<file path="config.mk">
export PLATFORM = sky130hd
export DESIGN_NAME = image_pixel_pipe
export DESIGN_NICKNAME = d
export VERILOG_FILES = /design/src/rtl/image_pixel_pipe.sv
export SDC_FILE = /design/constraint.sdc
export NUM_CORES = 1
export LEC_CHECK = 0
export CAP_MARGIN = 5
export CELL_PAD_IN_SITES_DETAIL_PLACEMENT = 1
export CELL_PAD_IN_SITES_GLOBAL_PLACEMENT = 2
export CORE_ASPECT_RATIO = 1.25
export CORE_MARGIN = 10
export CORE_UTILIZATION = 35
export CTS_CLUSTER_SIZE = 30
export DETAILED_ROUTE_END_ITERATION = 8
export PLACE_DENSITY_LB_ADDON = 0.3
export SLEW_MARGIN = 20
export SYNTH_ARGS = -nofsm -noshare
export SYNTH_HDL_FRONTEND = slang
export SYNTH_SLANG_ARGS = --single-unit
export TNS_END_PERCENT = 10
</file>
<file path="constraint.sdc">
create_clock -name clk -period 5.1 [get_ports clk]
set_clock_uncertainty 0.15 [all_clocks]
set_input_delay 1.02 -clock clk [delete_from_list [all_inputs] [get_ports clk]]
set_output_delay 1.02 -clock clk [all_outputs]
set_load 0.005 [all_outputs]
</file>
<file path="src/rtl/image_pixel_pipe.sv">
// Two-stage pixel datapath: per-lane darken/lighten/invert with optional
// saturation, plus a frame-spanning XOR checksum and an output frame counter.

module image_pixel_lane (
    input  logic [7:0] p_i,
    input  logic [7:0] delta_i,
    input  logic [1:0] op_i,
    input  logic       sat_i,
    output logic [7:0] r_o
);
    logic [8:0] sum_d;
    logic [8:0] dif_d;

    always_comb begin
        sum_d = {1'b0, p_i} + {1'b0, delta_i};
        dif_d = {1'b0, p_i} - {1'b0, delta_i};
        r_o   = 8'h00;
        case (op_i)
            2'b00:   r_o = (sat_i && dif_d[8]) ? 8'h00 : dif_d[7:0];
            2'b01:   r_o = (sat_i && sum_d[8]) ? 8'hFF : sum_d[7:0];
            2'b10:   r_o = 8'hFF - p_i;
            default: r_o = 8'h00;
        endcase
    end
endmodule

module image_pixel_pipe #(
    parameter int NUM_LANES = 4,
    parameter int CNT_W     = 16
) (
    input  logic                   clk,
    input  logic                   rst,
    input  logic                   in_valid,
    output logic                   in_ready,
    input  logic [8*NUM_LANES-1:0] in_data,
    input  logic [1:0]             in_op,
    input  logic [7:0]             in_delta,
    input  logic                   in_sat,
    input  logic                   in_last,
    output logic                   out_valid,
    input  logic                   out_ready,
    output logic [8*NUM_LANES-1:0] out_data,
    output logic                   out_last,
    output logic [CNT_W-1:0]       frame_count
);
    localparam int W = 8 * NUM_LANES;
    localparam logic [1:0] OP_CKSM = 2'b11;

    logic             s1_vld_q;
    logic [W-1:0]     s1_data_q;
    logic [1:0]       s1_op_q;
    logic [7:0]       s1_delta_q;
    logic             s1_sat_q;
    logic             s1_last_q;
    logic             out_valid_q;
    logic [W-1:0]     out_data_q;
    logic             out_last_q;
    logic [7:0]       acc_q;
    logic [CNT_W-1:0] frame_q;

    logic             adv;
    logic [W-1:0]     lane_res;
    logic [7:0]       beat_x;
    logic [W-1:0]     res_d;
    logic             is_cksm;

    // Both stages move together; a stalled output freezes the whole pipe.
    assign adv      = !out_valid_q || out_ready;
    assign in_ready = adv;
    assign is_cksm  = (s1_op_q == OP_CKSM);

    for (genvar i = 0; i < NUM_LANES; i++) begin : g_lane
        image_pixel_lane u_lane (
            .p_i    (s1_data_q[8*i +: 8]),
            .delta_i(s1_delta_q),
            .op_i   (s1_op_q),
            .sat_i  (s1_sat_q),
            .r_o    (lane_res[8*i +: 8])
        );
    end

    always_comb begin
        beat_x = 8'h00;
        for (int i = 0; i < NUM_LANES; i++) begin
            beat_x = beat_x ^ s1_data_q[8*i +: 8];
        end
        res_d = is_cksm ? W'(acc_q ^ beat_x) : lane_res;
    end

    always_ff @(posedge clk or posedge rst) begin
        if (rst) begin
            s1_vld_q    <= 1'b0;
            s1_data_q   <= '0;
            s1_op_q     <= 2'b00;
            s1_delta_q  <= 8'h00;
            s1_sat_q    <= 1'b0;
            s1_last_q   <= 1'b0;
            out_valid_q <= 1'b0;
            out_data_q  <= '0;
            out_last_q  <= 1'b0;
            acc_q       <= 8'h00;
            frame_q     <= '0;
        end else begin
            if (out_valid_q && out_ready && out_last_q) begin
                frame_q <= frame_q + CNT_W'(1);
            end
            if (adv) begin
                s1_vld_q   <= in_valid;
                s1_data_q  <= in_data;
                s1_op_q    <= in_op;
                s1_delta_q <= in_delta;
                s1_sat_q   <= in_sat;
                s1_last_q  <= in_last;
                // Non-last checksum beats only fold into acc; they emit nothing.
                out_valid_q <= s1_vld_q && !(is_cksm && !s1_last_q);
                out_last_q  <= s1_vld_q && s1_last_q;
                if (s1_vld_q && !(is_cksm && !s1_last_q)) begin
                    out_data_q <= res_d;
                end
                if (s1_vld_q) begin
                    if (s1_last_q)    acc_q <= 8'h00;
                    else if (is_cksm) acc_q <= acc_q ^ beat_x;
                end
            end
        end
    end

    assign out_valid   = out_valid_q;
    assign out_data    = out_data_q;
    assign out_last    = out_last_q;
    assign frame_count = frame_q;
endmodule

</file>
==> impl_metrics.prom, run 1 <==
# TYPE chip_impl_metric gauge
chip_impl_info{name="result_of_the_run",value="completed"} 1
chip_impl_metric{name="count_of_port_buffers_added_during_placement",unit=""} 98
chip_impl_info{name="crit_path_cell_trace",value="clkdlybuf4s50_1 > nand2b_2 > buf_12 > clkdlybuf4s50_1"} 1
chip_impl_metric{name="numCtsBuffers",unit=""} 9
chip_impl_metric{name="post-cts-setup-buffer-count",unit=""} 0
chip_impl_metric{name="route.vias.total",unit=""} 6732
chip_impl_metric{name="cell_rows",unit=""} 60
chip_impl_metric{name="multiInputGateArea",unit="sq um"} 4777
chip_impl_metric{name="number_of_antenna_violations_at_the_first_check_in_global_routing",unit=""} 0
chip_impl_metric{name="drc",unit=""} 0
chip_impl_metric{name="place.gp.congestion",unit=""} 0.8834
chip_impl_metric{name="hpwl",unit="microns"} 20910
chip_impl_metric{name="number_of_warnings_reported_in_the_yosys_synthesis_log",unit=""} 0
chip_impl_metric{name="max_freq",unit="GHz"} 0.2640
chip_impl_metric{name="fp.dieH",unit="microns"} 185.8
chip_impl_metric{name="fp.coreArea",unit="sq um"} 21620
chip_impl_metric{name="worstSkewPairLatency",unit="ns"} 0.37
chip_impl_metric{name="area_added_between_synthesis_and_finish",unit="%"} 20.26
chip_impl_metric{name="design.die.area",unit="sq um"} 28350
chip_impl_info{name="r2r_end",value="out_data[5]$_DFFE_PP0P_"} 1
chip_impl_info{name="timing.critical_path.slowest_stage_cell",value="clkdlybuf4s50_1"} 1
chip_impl_metric{name="detail_route.first_pass.iterations",unit=""} 5
chip_impl_metric{name="finalWorstPathRequiredPeriod",unit="ns"} 3.788
chip_impl_metric{name="setup_total_negative_slack",unit="ns"} 0
chip_impl_metric{name="grt_overflow",unit=""} 0
chip_impl_metric{name="finalHoldViolations",unit=""} 0
chip_impl_metric{name="ys_types",unit=""} 77
chip_impl_metric{name="final_min_period_over_clock_period",unit="%"} 74.27
chip_impl_metric{name="ir_drop",unit="mV"} 0.1874
chip_impl_metric{name="area.sequential",unit="sq um"} 2577
chip_impl_metric{name="wire_length_of_the_first_global_routing_pass",unit="microns"} 42210
chip_impl_metric{name="final_nets",unit=""} 1049
chip_impl_metric{name="hold_buffers",unit=""} 0
chip_impl_metric{name="hold_path_depth",unit=""} 1
chip_impl_metric{name="synthArstFlopShare",unit="%"} 100.0
chip_impl_metric{name="post_route_cells_drive_above_1_share",unit="%"} 7.181
chip_impl_metric{name="crit_fanout",unit=""} 73
chip_impl_metric{name="vias_per_cell",unit=""} 5.554
chip_impl_metric{name="worst_case_register_to_register_setup_slack",unit="ns"} 1.84
chip_impl_metric{name="critPathArrivalTime",unit="ns"} 2.62
chip_impl_metric{name="syn_avg_cell_area",unit="sq um"} 9.042
chip_impl_info{name="crit_path_frequent_cell",value="clkdlybuf4s50_1"} 1
chip_impl_metric{name="finalSetupViolations",unit=""} 0
chip_impl_metric{name="drt_first_iter_violations",unit=""} 404
chip_impl_metric{name="globalRouteTotalUtil",unit="%"} 18.82
chip_impl_metric{name="cts-root-to-sink-buffers",unit=""} 2
chip_impl_info{name="critical_path_sink_type",value="output pin"} 1
chip_impl_metric{name="routed_wirelength",unit="microns"} 27260
chip_impl_metric{name="number_of_gates_resized_after_cts",unit=""} 0
chip_impl_metric{name="final_antenna_net_count",unit=""} 0
chip_impl_metric{name="clk_pin_slew_worst_paths",unit="ns"} 0.07
chip_impl_metric{name="die_w",unit="microns"} 152.6
chip_impl_info{name="timing.hold.worst.class",value="reg -> reg"} 1
chip_impl_info{name="critical_path.startpoint_type",value="input pin"} 1
chip_impl_metric{name="synthesis.instances",unit=""} 851
chip_impl_metric{name="syn_nets",unit=""} 972
chip_impl_info{name="hold_path_origin",value="frame_count[15]$_DFFE_PP0P_"} 1
chip_impl_metric{name="numClockSinks",unit=""} 103
chip_impl_metric{name="maximum_number_of_pins_on_one_net_before_global_route_repair",unit=""} 74
chip_impl_metric{name="worst_r2r_path_depth",unit=""} 8
chip_impl_info{name="most_used_dff_post_synth",value="dfrtp_1"} 1
chip_impl_metric{name="slew-limit-headroom",unit="%"} 34.07
chip_impl_info{name="timing_worst_setup_path_type",value="in -> out"} 1
chip_impl_metric{name="grt_pass1_vias",unit=""} 7063
chip_impl_metric{name="worst_hold_slack",unit="ns"} 0.3231
chip_impl_metric{name="routedWlPerCell",unit="microns"} 22.49
chip_impl_metric{name="leakage_power_summed_over_all_cells",unit="nW"} 3.957
chip_impl_metric{name="combined_area_of_all_synthesized_cells",unit="sq um"} 7695
chip_impl_metric{name="floorplan.initialDensity",unit="%"} 35.59
chip_impl_info{name="cts_root_buf",value="clkbuf_16"} 1
chip_impl_info{name="tritoncts",value="built"} 1
chip_impl_metric{name="number_of_flops_mapped_to_enable_cells_by_yosys",unit=""} 0
chip_impl_metric{name="synth-seq-area-share",unit="%"} 33.50
chip_impl_metric{name="max-cap-violations",unit=""} 0
chip_impl_metric{name="power.density_cell_area",unit="nW/um^2"} 438.8
chip_impl_metric{name="worst_slew_pin_slew",unit="ns"} 0.9865
chip_impl_metric{name="total_power",unit="mW"} 4.061
chip_impl_info{name="rsz0062_at_grt",value="no"} 1
chip_impl_info{name="worst_min_delay_path_endpoint",value="frame_count[15]$_DFFE_PP0P_"} 1
chip_impl_metric{name="worst_path_max_stage_delay",unit="ns"} 0.57
chip_impl_info{name="rr_startpoint",value="s1_delta_q[3]$_DFFE_PP0N_"} 1
chip_impl_metric{name="pin_count",unit=""} 99
chip_impl_metric{name="htree_levels",unit=""} 3
chip_impl_metric{name="final-max-slew-violation-count",unit=""} 0
chip_impl_metric{name="antenna_cells",unit=""} 0
chip_impl_metric{name="filler_cell_count",unit=""} 2532
chip_impl_metric{name="ys_ff_latch",unit=""} 103
chip_impl_metric{name="cp.required",unit="ns"} 3.93
## flip-flops by register name, indices dropped and copies added (netlist names)
signal / flops
s1_op_q: 2
s1_last_q: 1
acc_q: 8
out_last: 1
out_valid: 1
s1_delta_q: 8
s1_data_q: 32
out_data: 32
s1_sat_q: 1
s1_vld_q: 1
frame_count: 16
## where the power goes
group	internal (mW)	switching, mW	total (mW)
clock network	0.437	0.351	0.788
logic	0.941	1.03	1.97
registers	1.03	0.267	1.30
total	2.41	1.65	4.06
## cell type report
cell class	count	area share, %
clock buffer	9	2.434
clock inverter	7	1.122
inverter	48	1.974
multi-input combinational	662	51.62
sequential	103	27.85
tap	279	3.772
timing repair buffer	104	11.22
## kinds of logic (layout without fill, tap and decap cells)
family | count (synthesis) | count (layout) | synth area share [%]
flops | 103 | 103 | 33.50
buf+inv | 86 | 168 | 4.488
simple gates | 250 | 250 | 16.24
mux | 27 | 27 | 3.951
fa+ha+maj | 73 | 73 | 12.65
compound gates | 242 | 242 | 21.20
xor+xnor | 70 | 70 | 7.968
## worst max-delay path, delay by kind of cell
kind	cells	cell delay, ns
buffers and inverters	3	1.37
and+or+nand+nor	1	0.16
## cells in the mapped netlist, types with 6 or more instances
cell,number,area [sq um]
clkbuf_1,22,82.58
xnor2_1,46,402.9
or3_1,6,37.54
o21ai_1,11,55.05
xor2_1,24,210.2
o21a_1,10,75.07
nor2_1,48,180.2
ha_1,65,813.3
o21bai_1,6,45.04
a22o_1,8,70.07
o22ai_1,9,56.30
nor2b_1,21,131.4
o21ai_0,68,340.3
o2111ai_1,8,70.07
nand2b_1,21,131.4
and3_1,6,37.54
nand3_1,21,105.1
buf_2,11,55.05
nand3b_1,7,52.55
a31oi_1,11,68.82
a221oi_1,8,70.07
a21o_1,8,60.06
o211ai_1,7,52.55
dfrtp_1,103,2577
nand2_1,70,262.8
inv_1,48,180.2
a211oi_1,9,67.56
a21oi_1,37,185.2
nor3_1,23,115.1
mux2_2,27,304.0
fa_1,8,160.2
## per-stage QoR
stage | instance area (sq um) | util, % | cells | setup WS [ns]
2_1_floorplan | 7695 | - | 851 | 1.226
3_3_place_gp | 8917 | 41.24 | 1195 | 1.339
3_5_place_dp | 8917 | 41.24 | 1195 | 1.329
4_1_cts | 9246 | 42.77 | 1211 | 1.324
5_1_grt | 9254 | 42.80 | 1212 | 1.234
6_report | 9254 | 42.80 | 1212 | 1.312
## cells in the final DEF, fill, tap and decap left out, drive strengths merged, types with 6 or more instances in the layout
cell type      synthesis  layout
dfrtp                103     103
clkdlybuf4s50          0      98
o21ai                 80      80
nand2                 70      70
ha                    65      65
inv                   48      50
nor2                  48      48
xnor2                 46      46
a21oi                 37      37
mux2                  27      27
xor2                  24      24
nor3                  23      23
nand3                 21      21
nand2b                21      21
nor2b                 21      21
a31oi                 11      11
o21a                  10      10
a211oi                10      10
clkbuf                23      10
o22ai                  9       9
a22o                   8       8
a21o                   8       8
o2111ai                8       8
a221oi                 8       8
fa                     8       8
o211ai                 8       8
nand3b                 7       7
or2                    7       7
and3                   6       6
o21bai                 6       6
or3                    6       6
## metal layers
layer	up-vias	global-route usage, %	wire, microns
met5	-	0	0
met4	0	6.455	763
met3	35	2.933	933
met2	143	32.44	13270
met1	3366	23.43	12290
li1	3188	-	-
## worst max-delay path by stage
stage	to	cells after the start	slack, ns	startpoint
floorplan	acc_q[0]$_DFFE_PP0P_	1	1.23	rst
global placement	in_ready	4	1.34	out_ready
detailed placement	in_ready	4	1.33	out_ready
CTS	in_ready	4	1.32	out_ready
global route	in_ready	4	1.23	out_ready
finish	in_ready	4	1.31	out_ready
No activity file was read; power rests on OpenSTA's default activity.
==> run 2: changes to the inputs <==
CORE_UTILIZATION = 32   (was 35)
clock period = 3.45 ns   (was 5.1 ns; I/O delays follow)
==> run 2 against run 1 <==
Effect of this change: via count grew 3.0%; final cell count grew 6.0%; global-route usage shrank 0.54 points; final area grew 2.5%; non-clock buffer count grew 27; wire length grew 4.8%; critical endpoint is now out_data[12]$_DFFE_PP0P_; sequential share of layout area shrank 0.69 points; largest power group unchanged; critical path type is now reg -> reg; clock power grew 37%; sequential power grew 45%; worst hold slack gained 0.0048 ns.
==> impl_metrics.prom, run 2 (synthesis gave the netlist of run 1 again) <==
# TYPE chip_impl_metric gauge
chip_impl_info{name="result_of_the_run",value="completed"} 1
chip_impl_metric{name="final-instance-count-excl-fill",unit=""} 1285
chip_impl_metric{name="finish.instance_area",unit="sq um"} 9489
chip_impl_metric{name="max_freq",unit="GHz"} 0.3203
chip_impl_metric{name="die_w",unit="microns"} 158.7
chip_impl_metric{name="fp.coreArea",unit="sq um"} 23730
chip_impl_metric{name="power.density_cell_area",unit="nW/um^2"} 636.9
chip_impl_metric{name="finalHoldViolations",unit=""} 0
chip_impl_metric{name="maximum_number_of_pins_on_one_net_before_global_route_repair",unit=""} 49
chip_impl_metric{name="area_added_between_synthesis_and_finish",unit="%"} 23.32
chip_impl_metric{name="setup_total_negative_slack",unit="ns"} 0
chip_impl_metric{name="finalWorstPathRequiredPeriod",unit="ns"} 3.122
chip_impl_metric{name="multiInputGateArea",unit="sq um"} 4775
chip_impl_metric{name="worst_slew_pin_slew",unit="ns"} 0.7846
chip_impl_metric{name="total_power",unit="mW"} 6.044
chip_impl_metric{name="numClockSinks",unit=""} 103
chip_impl_metric{name="numCtsBuffers",unit=""} 9
chip_impl_info{name="final_cell_mix",value="103 x dfrtp_1, 98 x clkdlybuf4s50_1, 70 x nand2_1, 68 x o21ai_0, 65 x ha_1"} 1
chip_impl_info{name="critical_path_sink_type",value="flop"} 1
chip_impl_metric{name="number_of_gates_resized_after_cts",unit=""} 0
chip_impl_metric{name="fp.dieH",unit="microns"} 193.4
chip_impl_metric{name="finalSetupViolations",unit=""} 0
chip_impl_metric{name="final.setup.worst_slack",unit="ns"} 0.3280
chip_impl_metric{name="post_route_cells_drive_above_1_share",unit="%"} 9.688
chip_impl_metric{name="clk_pin_slew_worst_paths",unit="ns"} 0.08
chip_impl_metric{name="finalCoreUtilization",unit="%"} 39.99
chip_impl_metric{name="antenna_cells",unit=""} 0
chip_impl_metric{name="grt_overflow",unit=""} 0
chip_impl_info{name="rsz0062_at_grt",value="no"} 1
chip_impl_metric{name="pin_count",unit=""} 99
chip_impl_info{name="mostFrequentLayoutCell",value="dfrtp_1"} 1
chip_impl_metric{name="final_min_period_over_clock_period",unit="%"} 90.49
chip_impl_metric{name="placement.setup.worst_slack",unit="ns"} 0.3136
chip_impl_metric{name="filler_cell_count",unit=""} 2749
chip_impl_metric{name="worst_hold_slack",unit="ns"} 0.3279
chip_impl_info{name="tritoncts",value="built"} 1
chip_impl_metric{name="detail_route.first_pass.iterations",unit=""} 5
chip_impl_metric{name="globalRouteTotalUtil",unit="%"} 18.28
chip_impl_metric{name="max-cap-violations",unit=""} 0
chip_impl_metric{name="dpl_cell_area",unit="sq um"} 9184
chip_impl_metric{name="drt_first_iter_violations",unit=""} 382
chip_impl_metric{name="slew-limit-headroom",unit="%"} 47.56
chip_impl_metric{name="final_nets",unit=""} 1076
chip_impl_metric{name="hpwl",unit="microns"} 22220
chip_impl_metric{name="post-place-cells",unit=""} 1269
chip_impl_metric{name="post-cts-setup-buffer-count",unit=""} 0
chip_impl_metric{name="htree_levels",unit=""} 3
chip_impl_metric{name="routedWlPerCell",unit="microns"} 22.24
chip_impl_info{name="cts_root_buf",value="clkbuf_16"} 1
chip_impl_metric{name="count_of_port_buffers_added_during_placement",unit=""} 98
chip_impl_metric{name="final_antenna_net_count",unit=""} 0
chip_impl_metric{name="place.gp.congestion",unit=""} 0.9026
chip_impl_metric{name="cp.required",unit="ns"} 3.55
chip_impl_metric{name="drc",unit=""} 0
chip_impl_metric{name="worstSkewPairLatency",unit="ns"} 0.36
chip_impl_metric{name="floorplan.initialDensity",unit="%"} 32.43
chip_impl_metric{name="vias_per_cell",unit=""} 5.395
chip_impl_metric{name="cell_rows",unit=""} 63
chip_impl_metric{name="number_of_antenna_violations_at_the_first_check_in_global_routing",unit=""} 0
chip_impl_metric{name="leakage_power_summed_over_all_cells",unit="nW"} 4.069
chip_impl_metric{name="design.die.area",unit="sq um"} 30690
chip_impl_info{name="timing_worst_setup_path_type",value="reg -> reg"} 1
chip_impl_metric{name="wire_length_of_the_first_global_routing_pass",unit="microns"} 44590
chip_impl_info{name="critical_path.startpoint_type",value="flop"} 1
chip_impl_metric{name="cts-root-to-sink-buffers",unit=""} 2
chip_impl_metric{name="final-max-slew-violation-count",unit=""} 0
chip_impl_metric{name="area.sequential",unit="sq um"} 2577
chip_impl_metric{name="crit_fanout",unit=""} 12
chip_impl_metric{name="routed_wirelength",unit="microns"} 28570
chip_impl_metric{name="critPathArrivalTime",unit="ns"} 3.22
chip_impl_metric{name="ir_drop",unit="mV"} 0.2654
chip_impl_metric{name="grt_pass1_vias",unit=""} 7285
chip_impl_metric{name="hold_buffers",unit=""} 0
chip_impl_metric{name="route.vias.total",unit=""} 6933
chip_impl_info{name="timing.hold.worst.class",value="reg -> reg"} 1
==> run 2: path summary, 6_finish.rpt <==
kind	startpoint	endpoint	slack, ns	depth (start not counted)
worst min register to register	frame_count[15]$_DFFE_PP0P_	frame_count[15]$_DFFE_PP0P_	0.33	1
min in group asynchronous	rst	frame_count[6]$_DFFE_PP0P_	0.58	2
max in group asynchronous	rst	s1_data_q[1]$_DFFE_PP0N_	1.95	3
worst max-delay path	s1_delta_q[5]$_DFFE_PP0N_	out_data[12]$_DFFE_PP0P_	0.33	9
worst max register to register	s1_delta_q[5]$_DFFE_PP0N_	out_data[12]$_DFFE_PP0P_	0.33	9
worst min-delay path	frame_count[15]$_DFFE_PP0P_	frame_count[15]$_DFFE_PP0P_	0.33	1
==> run 2: area by class of cell <==
type	instances	area share [%]
clock buffers	9	2.373
multi-input cells	662	50.32
inverters	48	1.938
flip-flops and latches	103	27.16
clock inverters	7	0.8439
repair buffers	131	13.08
well taps	325	4.285
==> run 2: report_power, final <==
part / total (mW) / switching [mW] / internal (mW)
combinational: 3.07 / 1.62 / 1.45
sequential: 1.89 / 0.360 / 1.53
clock: 1.08 / 0.513 / 0.572
==> run 2: worst max-delay path, stage by stage (launching register included) <==
cell      delay, ns
dfrtp_1        0.50
inv_1          0.26
ha_1           0.50
a21o_1         0.25
or4b_1         0.48
o21ai_2        0.20
nor3_1         0.07
buf_4          0.20
a221oi_1       0.31
o21ai_1        0.09
==> run 2: metal layers <==
metal	share of wire, %	GRT usage [%]	vias up
li1	-	-	3240
met1	45	23.07	3496
met2	50	31.23	161
met3	2.9	2.188	36
met4	2.9	6.777	0
met5	0	0	-
==> run 3: changes to the inputs <==
CTS_CLUSTER_SIZE = 25   (was 30)
==> results of run 3 <==
Same layout as run 2: the final DEF is identical, and so are final timing and power.
